--- src/rtl/codec_pkg.sv ---
// codec_pkg: shared constants, state type and cosine/alpha helpers for the IDCT path
// Widths: COEF_W coefficient, COS_W cosine/alpha (Q1.8), PIX_W pixel,
// TERM_W per-term product, ACC_W accumulator, FRAC fractional bits of a term.
package codec_pkg;
    localparam int BLOCK_SIZE = 8;
    localparam int COEF_W = 16;
    localparam int COS_W  = 9;
    localparam int PIX_W  = 9;
    localparam int TERM_W = 52;
    localparam int ACC_W  = 58;
    localparam int FRAC   = 32;

    typedef enum logic [1:0] {IDLE = 2'b00, CALC = 2'b01, DONE = 2'b10} state_t;

    localparam logic signed [COS_W-1:0] ALPHA0 = 9'sh05B;
    localparam logic signed [COS_W-1:0] ALPHAK = 9'sh080;

    // round(256*cos(k*pi/16)) for k = 0..8; cos(0) = 256 sits one past the
    // signed Q1.8 range, so cosine values carry one extra integer bit
    localparam logic signed [COS_W:0] COS_MAG [9] = '{
        10'sd256, 10'sd251, 10'sd237, 10'sd213, 10'sd181,
        10'sd142, 10'sd98,  10'sd50,  10'sd0
    };

    function automatic logic signed [COS_W-1:0] alpha(input logic [2:0] k);
        return (k == 3'd0) ? ALPHA0 : ALPHAK;
    endfunction

    // C[x][u] = cos((2x+1)u*pi/16): the angle index is periodic in 32,
    // mirrored about 16 and negated past 8
    function automatic logic signed [COS_W:0] cos_q(input logic [2:0] x, input logic [2:0] u);
        logic [4:0] k;
        logic [4:0] m;
        k = 5'((2 * x + 1) * u);
        m = (k > 5'd16) ? 5'd0 - k : k;
        return (m > 5'd8) ? -COS_MAG[4'(5'd16 - m)] : COS_MAG[4'(m)];
    endfunction
endpackage

--- src/rtl/idct_scan_counter.sv ---
// idct_scan_counter: 8x8 raster counter, y fastest, x on y wrap
// Ports: clk, rst_n (sync active-low), restart (force to (0,0)), go (advance),
//        x, y (current position), last (go at (7,7)).
module idct_scan_counter (
    input  logic       clk,
    input  logic       rst_n,
    input  logic       restart,
    input  logic       go,
    output logic [2:0] x,
    output logic [2:0] y,
    output logic       last
);
    always_ff @(posedge clk)
        if (!rst_n || restart)
            {x, y} <= '0;
        else if (go)
            {x, y} <= {x, y} + 6'd1;

    assign last = go && (x == 3'd7) && (y == 3'd7);
endmodule

--- src/rtl/idct_2d.sv ---
// idct_2d: 8x8 inverse 2-D DCT, one pixel per cycle in raster order
// Ports: clk, rst_n (sync active-low), start_block (sampled in IDLE),
//        coef_in[u][v] (signed Q16.0), pixel_out[x][y] (signed Q9.0, registered),
//        busy (CALC/DONE), block_done (one-cycle pulse in DONE).
// Build option: define IDCT_SAT_EN to saturate pixels to [-256,255];
// otherwise the rounded result wraps to its low 9 bits.
module idct_2d
    import codec_pkg::*;
(
    input  logic                     clk,
    input  logic                     rst_n,
    input  logic                     start_block,
    input  logic signed [COEF_W-1:0] coef_in   [BLOCK_SIZE][BLOCK_SIZE],
    output logic signed [PIX_W-1:0]  pixel_out [BLOCK_SIZE][BLOCK_SIZE],
    output logic                     busy,
    output logic                     block_done
);
    localparam logic signed [ACC_W-1:0] HALF = ACC_W'(64'sd1 << (FRAC - 1));
`ifdef IDCT_SAT_EN
    localparam logic signed [ACC_W-1:0] PMAX = ACC_W'(255);
    localparam logic signed [ACC_W-1:0] PMIN = ACC_W'(-256);
`endif

    state_t state, state_n;
    logic signed [COEF_W-1:0] coef_q [BLOCK_SIZE][BLOCK_SIZE];
    logic [2:0] x, y;
    logic last;
    logic signed [ACC_W-1:0] acc;
    logic signed [PIX_W-1:0] pix;
`ifdef IDCT_SAT_EN
    logic signed [ACC_W-1:0] sh;
`endif

    idct_scan_counter u_scan (
        .clk     (clk),
        .rst_n   (rst_n),
        .restart (state != CALC),
        .go      (state == CALC),
        .x       (x),
        .y       (y),
        .last    (last)
    );

    // DONE and the unused encoding both fall back to IDLE
    always_comb begin
        state_n = (state == IDLE) ? (start_block ? CALC : IDLE) :
                  (state == CALC) ? (last ? DONE : CALC) : IDLE;
    end

    always_ff @(posedge clk) begin
        if (!rst_n) begin
            state      <= IDLE;
            busy       <= 1'b0;
            block_done <= 1'b0;
        end else begin
            state      <= state_n;
            busy       <= state_n != IDLE;
            block_done <= state_n == DONE;
        end
    end

    always_ff @(posedge clk) begin
        if (!rst_n) begin
            coef_q    <= '{default: '0};
            pixel_out <= '{default: '0};
        end else begin
            if (state == IDLE && start_block)
                coef_q <= coef_in;
            if (state == CALC)
                pixel_out[x][y] <= pix;
        end
    end

    always_comb begin
        acc = '0;
        for (int u = 0; u < BLOCK_SIZE; u++)
            for (int v = 0; v < BLOCK_SIZE; v++)
                acc = acc + ACC_W'(TERM_W'(alpha(3'(u))) * TERM_W'(alpha(3'(v))) *
                                   TERM_W'(cos_q(x, 3'(u))) * TERM_W'(cos_q(y, 3'(v))) *
                                   TERM_W'(coef_q[3'(u)][3'(v)]));
`ifdef IDCT_SAT_EN
        sh  = (acc + HALF) >>> FRAC;
        pix = (sh > PMAX) ? 9'sd255 : (sh < PMIN) ? 9'sh100 : PIX_W'(sh);
`else
        pix = PIX_W'((acc + HALF) >>> FRAC);
`endif
    end
endmodule
--- config.mk ---
export PLATFORM = sky130hd
export DESIGN_NAME = idct_2d
export DESIGN_NICKNAME = d
export VERILOG_FILES = /design/src/rtl/codec_pkg.sv /design/src/rtl/idct_scan_counter.sv /design/src/rtl/idct_2d.sv
export SDC_FILE = /design/constraint.sdc
export NUM_CORES = 1
export LEC_CHECK = 0
export ABC_AREA = 1
export CAP_MARGIN = 20
export CORE_AREA = 3 3 616 618
export DETAILED_ROUTE_END_ITERATION = 12
export DIE_AREA = 0 0 619 621
export GPL_TIMING_DRIVEN = 0
export SYNTH_ARGS = -nofsm -noshare
export SYNTH_HDL_FRONTEND = slang
export SYNTH_SLANG_ARGS = --single-unit
--- constraint.sdc ---
create_clock -name clk -period 1.15 [get_ports clk]
set_clock_uncertainty 0.1 [all_clocks]
set_input_delay 0.23 -clock clk [delete_from_list [all_inputs] [get_ports clk]]
set_output_delay 0.23 -clock clk [all_outputs]
set_load 0.005 [all_outputs]
== Word-level counts from Yosys, hierarchy flattened ==
Cells that the tools add are included.

* Magnitude comparators: 4
* Add/sub/neg operators: 1
* Muxes and demuxes: 9
* Bitwise operators: 2
* Eq/ne operators: 5
* Reductions and logical operators: 8

{| class="wikitable"
|+ Operator list
! kind !! number
|-
| $bwmux W576 || 1
|-
| $demux W72 S3 || 1
|-
| $mux W72 || 1
|-
| $demux W9 S3 || 1
|-
| $mux W9 || 1
|-
| $ge A4 B4 Y1 const B || 2
|-
| $lt A4 B1 Y1 const B || 2
|-
| $not A3 Y4 || 2
|-
| $add A6 B1 Y6 const B || 1
|-
| $eq A3 B3 Y1 const B || 2
|-
| $mux W2 || 3
|-
| $logic_and A1 B1 Y1 || 4
|-
| $eq A2 B1 Y1 const B || 1
|-
| $eq A2 B2 Y1 const B || 1
|-
| $logic_not A2 Y1 || 1
|-
| $ne A2 B1 Y1 const B || 1
|-
| $reduce_bool A2 Y1 || 1
|-
| $logic_not A1 Y1 || 1
|-
| $logic_or A1 B1 Y1 || 1
|-
| $mux W1 || 1
|}

* Flip-flop bits (word level): 586
* Word-level logic and storage cells: 98

== Depth between registers and ports, before layout ==
* Depth after elaboration: 8
* Mapped depth: 7

== Hierarchy ==
A second synthesis with hierarchy kept.

* Cell total of the unflattened synthesis: 634
* Area, all modules: 4748.3 um^2

{| class="wikitable"
|+ Modules (own cells, without submodules)
! module !! area an instance (um^2) !! instances !! sequential area each (um^2) !! cells each
|-
| idct_2d || 4460.5 || 1 || 80.1 || 594
|-
| idct_scan_counter || 287.8 || 1 || 120.1 || 40
|}

== Worst setup path after synthesis ==
Ideal clock, no wire load.

* Kind: reg-to-reg
* From: reg u_scan.y[0]
* To: reg busy
* Stages on the path, launching flop included: 7
* Required time: 932 ps
* Path slack: 17 ps
* Path buffers: 0
* Arrival time: 915 ps
* Period minus slack after synthesis: 1133 ps
* Library setup time: 118 ps
* Cell sequence: dfxtp_1 -> ha_1 -> ha_1 -> nand2_1 -> inv_1 -> nand3_2 -> nand3_2

* Word-level cells in the longest chain between the ends: 6

{| class="wikitable"
|+ RTL lines
! element !! RTL line !! RTL
|-
| from (decl) || idct_scan_counter.sv:10 || <nowiki>output logic [2:0] y,</nowiki>
|-
| from (signal assigned) || idct_scan_counter.sv:17 || <nowiki>{x, y} <= {x, y} + 6'd1;</nowiki>
|-
| $eq A3 B3 Y1 || idct_scan_counter.sv:19 || <nowiki>assign last = go && (x == 3'd7) && (y == 3'd7);</nowiki>
|-
| $logic_and A1 B1 Y1 || idct_scan_counter.sv:19 ||
|-
| $mux W2 (2 in series) || idct_2d.sv:47 || <nowiki>(state == CALC) ? (last ? DONE : CALC) : IDLE;</nowiki>
|-
| $mux W2 || idct_2d.sv:46 || <nowiki>state_n = (state == IDLE) ? (start_block ? CALC : IDLE) :</nowiki>
|-
| $reduce_bool A2 Y1 || idct_2d.sv:57 || <nowiki>busy <= state_n != IDLE;</nowiki>
|-
| to (signal assigned) || idct_2d.sv:53 || <nowiki>busy <= 1'b0;</nowiki>
|-
| to (signal assigned) || idct_2d.sv:57 ||
|-
| to (decl) || idct_2d.sv:15 || <nowiki>output logic busy,</nowiki>
|}

Every way passes these cells.
A chain may end at the register's enable or synchronous reset.

== Final worst setup path ==
* From: reg u_scan.y[1]
* To: reg busy

Same word-level chain as after synthesis.

==> metrics.yaml <==
setup_path:
  critPathCapture: "busy"
  cp.arrival_ps: 1150
  critical_path_required_ps: 1170
  crit_fanout: 2
  r2r_start: "u_scan.y[1]"
  cpPeakStageDelay_ps: 350
  path_cells: "ha_4 -> ha_4 -> nand2_2 -> inv_2 -> nand2_2 -> nand2_2 -> nand3_2"
  end_kind: "register"
  r2r_end: "busy"
  rrSetupSlack_ps: 30
  start_kind: "register"
  cp_common_cell: "nand2_2"
  cp_slowest_cell: "dfxtp_2"
  r2r_cells: 7
  crit_type: "reg -> reg"
  crit_start: "u_scan.y[1]"
floorplanning:
  fp-row-count: 225
  core_area_sq_um: 375000
  die_h_um: 621
  pin_count: 1605
  start_util_pct: 1.267
  dieArea_sq_um: 384400
  die_w_um: 619
route:
  post_drt_wl_per_cell_um: 1.380
  drc: 0
  dr.first_iter.drc_count: 16
  wl_mm: 8.563
  vias: 3291
  postRouteAntennaNets: 0
  drt-vias-per-instance: 0.5305
  first_pass_iters: 4
layout:
  utilization_pct: 3.550
  multi_input_area_sq_um: 2377
  seq_area_sq_um: 202.7
  layout-drive-gt1-share_pct: 49.55
  fin_nets: 2240
  n_antenna_cell: 0
  area_growth_pct: 180.2
  fillers: 44800
clocking:
  cts-htree-levels: 1
  hold_buffers: 0
  cts_max_path_buffers: 2
  tritoncts: "built"
  clk_pin_slew_ps: 40
  clkSinkCount: 10
  cts_root_buffer: "clkbuf_16"
  worstSkewPairLatency_ps: 230
  cts_buffers: 3
sta:
  fmax_mhz: 889.6
  setup_viol: 0
  rsz0062_at_grt: "yes"
  finalCritPeriodShare_pct: 97.74
  slew_viol_final: 0
  fin_crit_ps: 1124
  fin_ws_ps: 25.95
  hold_violations: 0
global_routing:
  grt_pass1_vias: 2843
  grt_util_all_layers_pct: 0.3711
  antenna_found_initial: 0
  grt_overflow: 0
  grt_pass1_wl_mm: 12.56
  grt_max_degree: 6
power:
  clockPowerShare_pct: 20.0
  leakagePower_nw: 5.267
  combinationalPowerShare_pct: 67.7
  swShare_pct: 31.27
  p_int_w: 0.002067
  power.total_w: 0.003007
  ir_worst_vdd_mv: 0.2949
  cellPowerDensity_nw_per_um2: 225.9
  power_switching_w: 0.0009404
  p_seq_share_pct: 12.3
run_status:
  status: "finished clean"
flow_run:
  max_cap_viol_count: 0
placed_design:
  gp_congestion: 0.6426
  dp_slack_ps: -181.5
  io_buffers: 4
  dpl.hpwl_mm: 8.584
synth:
  synth_cell_types: 18
  ys_warn_count: 0
  syn_area_sq_um: 4751
  ys_ff_latch: 10
  post_synth.cell_area_avg_sq_um: 7.589
  synthCells: 626
  ys_seq_area_share_pct: 4.214
hold_path:
  hp-class: "in -> reg"
==> stage by stage <==
| stage | TNS (ps) | instances | cell area [sq um] | hold slack [ps] |
|---|---|---|---|---|
| after floorplan | 0 | 1201 | 6909 | 284.5 |
| after global placement | -943.2 | 6199 | 13200 | 329.4 |
| after detailed placement | -1267 | 6199 | 13200 | 351.8 |
| after CTS | 0 | 6203 | 13290 | 413.9 |
| after global routing | -64.21 | 6203 | 13310 | 298.8 |
| final | 0 | 6203 | 13310 | 272.9 |
==> synthesized netlist by cell type <==
master,n,area [sq um]
buf_4,576,4324
dfxtp_1,10,200.2
inv_1,7,26.28
nand2_1,6,22.52
nor2_1,6,22.52
inv_2,3,11.26
nand3_1,3,15.01
ha_1,2,25.02
nand2_2,2,12.51
nand3_2,2,20.02
nor2_4,2,22.52
a21oi_1,1,5.000
a21oi_2,1,8.760
conb_1,1,3.750
nand2_4,1,11.26
nor2_2,1,6.260
o21ai_0,1,5.000
xor2_1,1,8.760
==> area by class of cell <==
| cell class | count | area share [%] |
|---|---|---|
| timing repair buffer | 5 | 0.3571 |
| multi-input combinational | 605 | 17.86 |
| inverter | 10 | 0.2820 |
| clock buffer | 3 | 0.5639 |
| buffer | 576 | 32.48 |
| tap | 4994 | 46.94 |
| sequential | 10 | 1.523 |
==> layer usage <==
layer	vias up	share of wire, %	global-route usage (%)
met4	0	0.69	0.08252
li1	1893	-	-
met1	1141	24	0.2783
met2	252	62	0.8619
met3	5	13	0.09834
met5	-	0	0
==> state kept, by name, indices dropped and copies added (netlist names) <==
name / count
block_done: 1
busy: 1
state: 2
u_scan.x: 3
u_scan.y: 3
==> how the worst min path moves through the flow <==
stage / startpoint / endpoint / slack, ps / cells after the start
after floorplan: rst_n / block_done / 280 / 2
after CTS: u_scan.x[2] / u_scan.x[2] / 410 / 2
after global placement: u_scan.y[0] / u_scan.y[0] / 330 / 1
after global routing: rst_n / block_done / 300 / 3
after detailed placement: u_scan.y[0] / u_scan.y[0] / 350 / 1
final: rst_n / state[1] / 270 / 3
==> repair_timing <==
action,4_1_cts,5_1_grt
gates resized for setup,6,6
pin swaps,0,1
setup endpoints to repair,6,5
setup buffers,1,0
==> placed cells by master, fill, tap and decap left out <==
cell type / count
nor2_2: 1
dfxtp_2: 2
inv_2: 4
nor2_4: 2
nor2_1: 6
dfxtp_1: 8
xor2_1: 1
o21ai_0: 1
a21oi_1: 1
a21oi_2: 1
nand2_2: 4
buf_4: 577
conb_1: 576
nand2_4: 1
dlygate4sd2_1: 2
nand2_1: 4
inv_1: 6
nand3_2: 2
ha_4: 2
clkdlybuf4s50_1: 1
dlymetal6s2s_1: 1
nand3_1: 3
clkbuf_16: 3
==> worst max-delay path: cells and delay by family, from the launching register on <==
kind	cells	cell delay, ps
fa+ha+maj	2	290
buf+inv	1	60
flops	1	350
simple gates	4	220
==> kinds of logic (layout without fill, tap and decap cells) <==
logic type / after synthesis / in the layout / share of synthesized area [%]
xor gates and xnor gates: 1 / 1 / 0.1844
DFF: 10 / 10 / 4.214
buffers and inverters: 586 / 594 / 91.81
other: 1 / 576 / 0.07893
adders and majority gates: 2 / 2 / 0.5266
and+or+nand+nor: 23 / 23 / 2.792
AOI/OAI and AO/OA: 3 / 3 / 0.3949
==> power groups by stage <==
stage	clock [W]	combinational (W)	sequential, W
final	0.000600	0.00204	0.000370
after global placement	0	0.00189	0.000373
after floorplan	0	0.00186	0.000373
after detailed placement	0	0.00189	0.000374
after global routing	0.000625	0.00227	0.000371
after CTS	0.000613	0.00189	0.000370
Power figures use the tool's default switching activity.
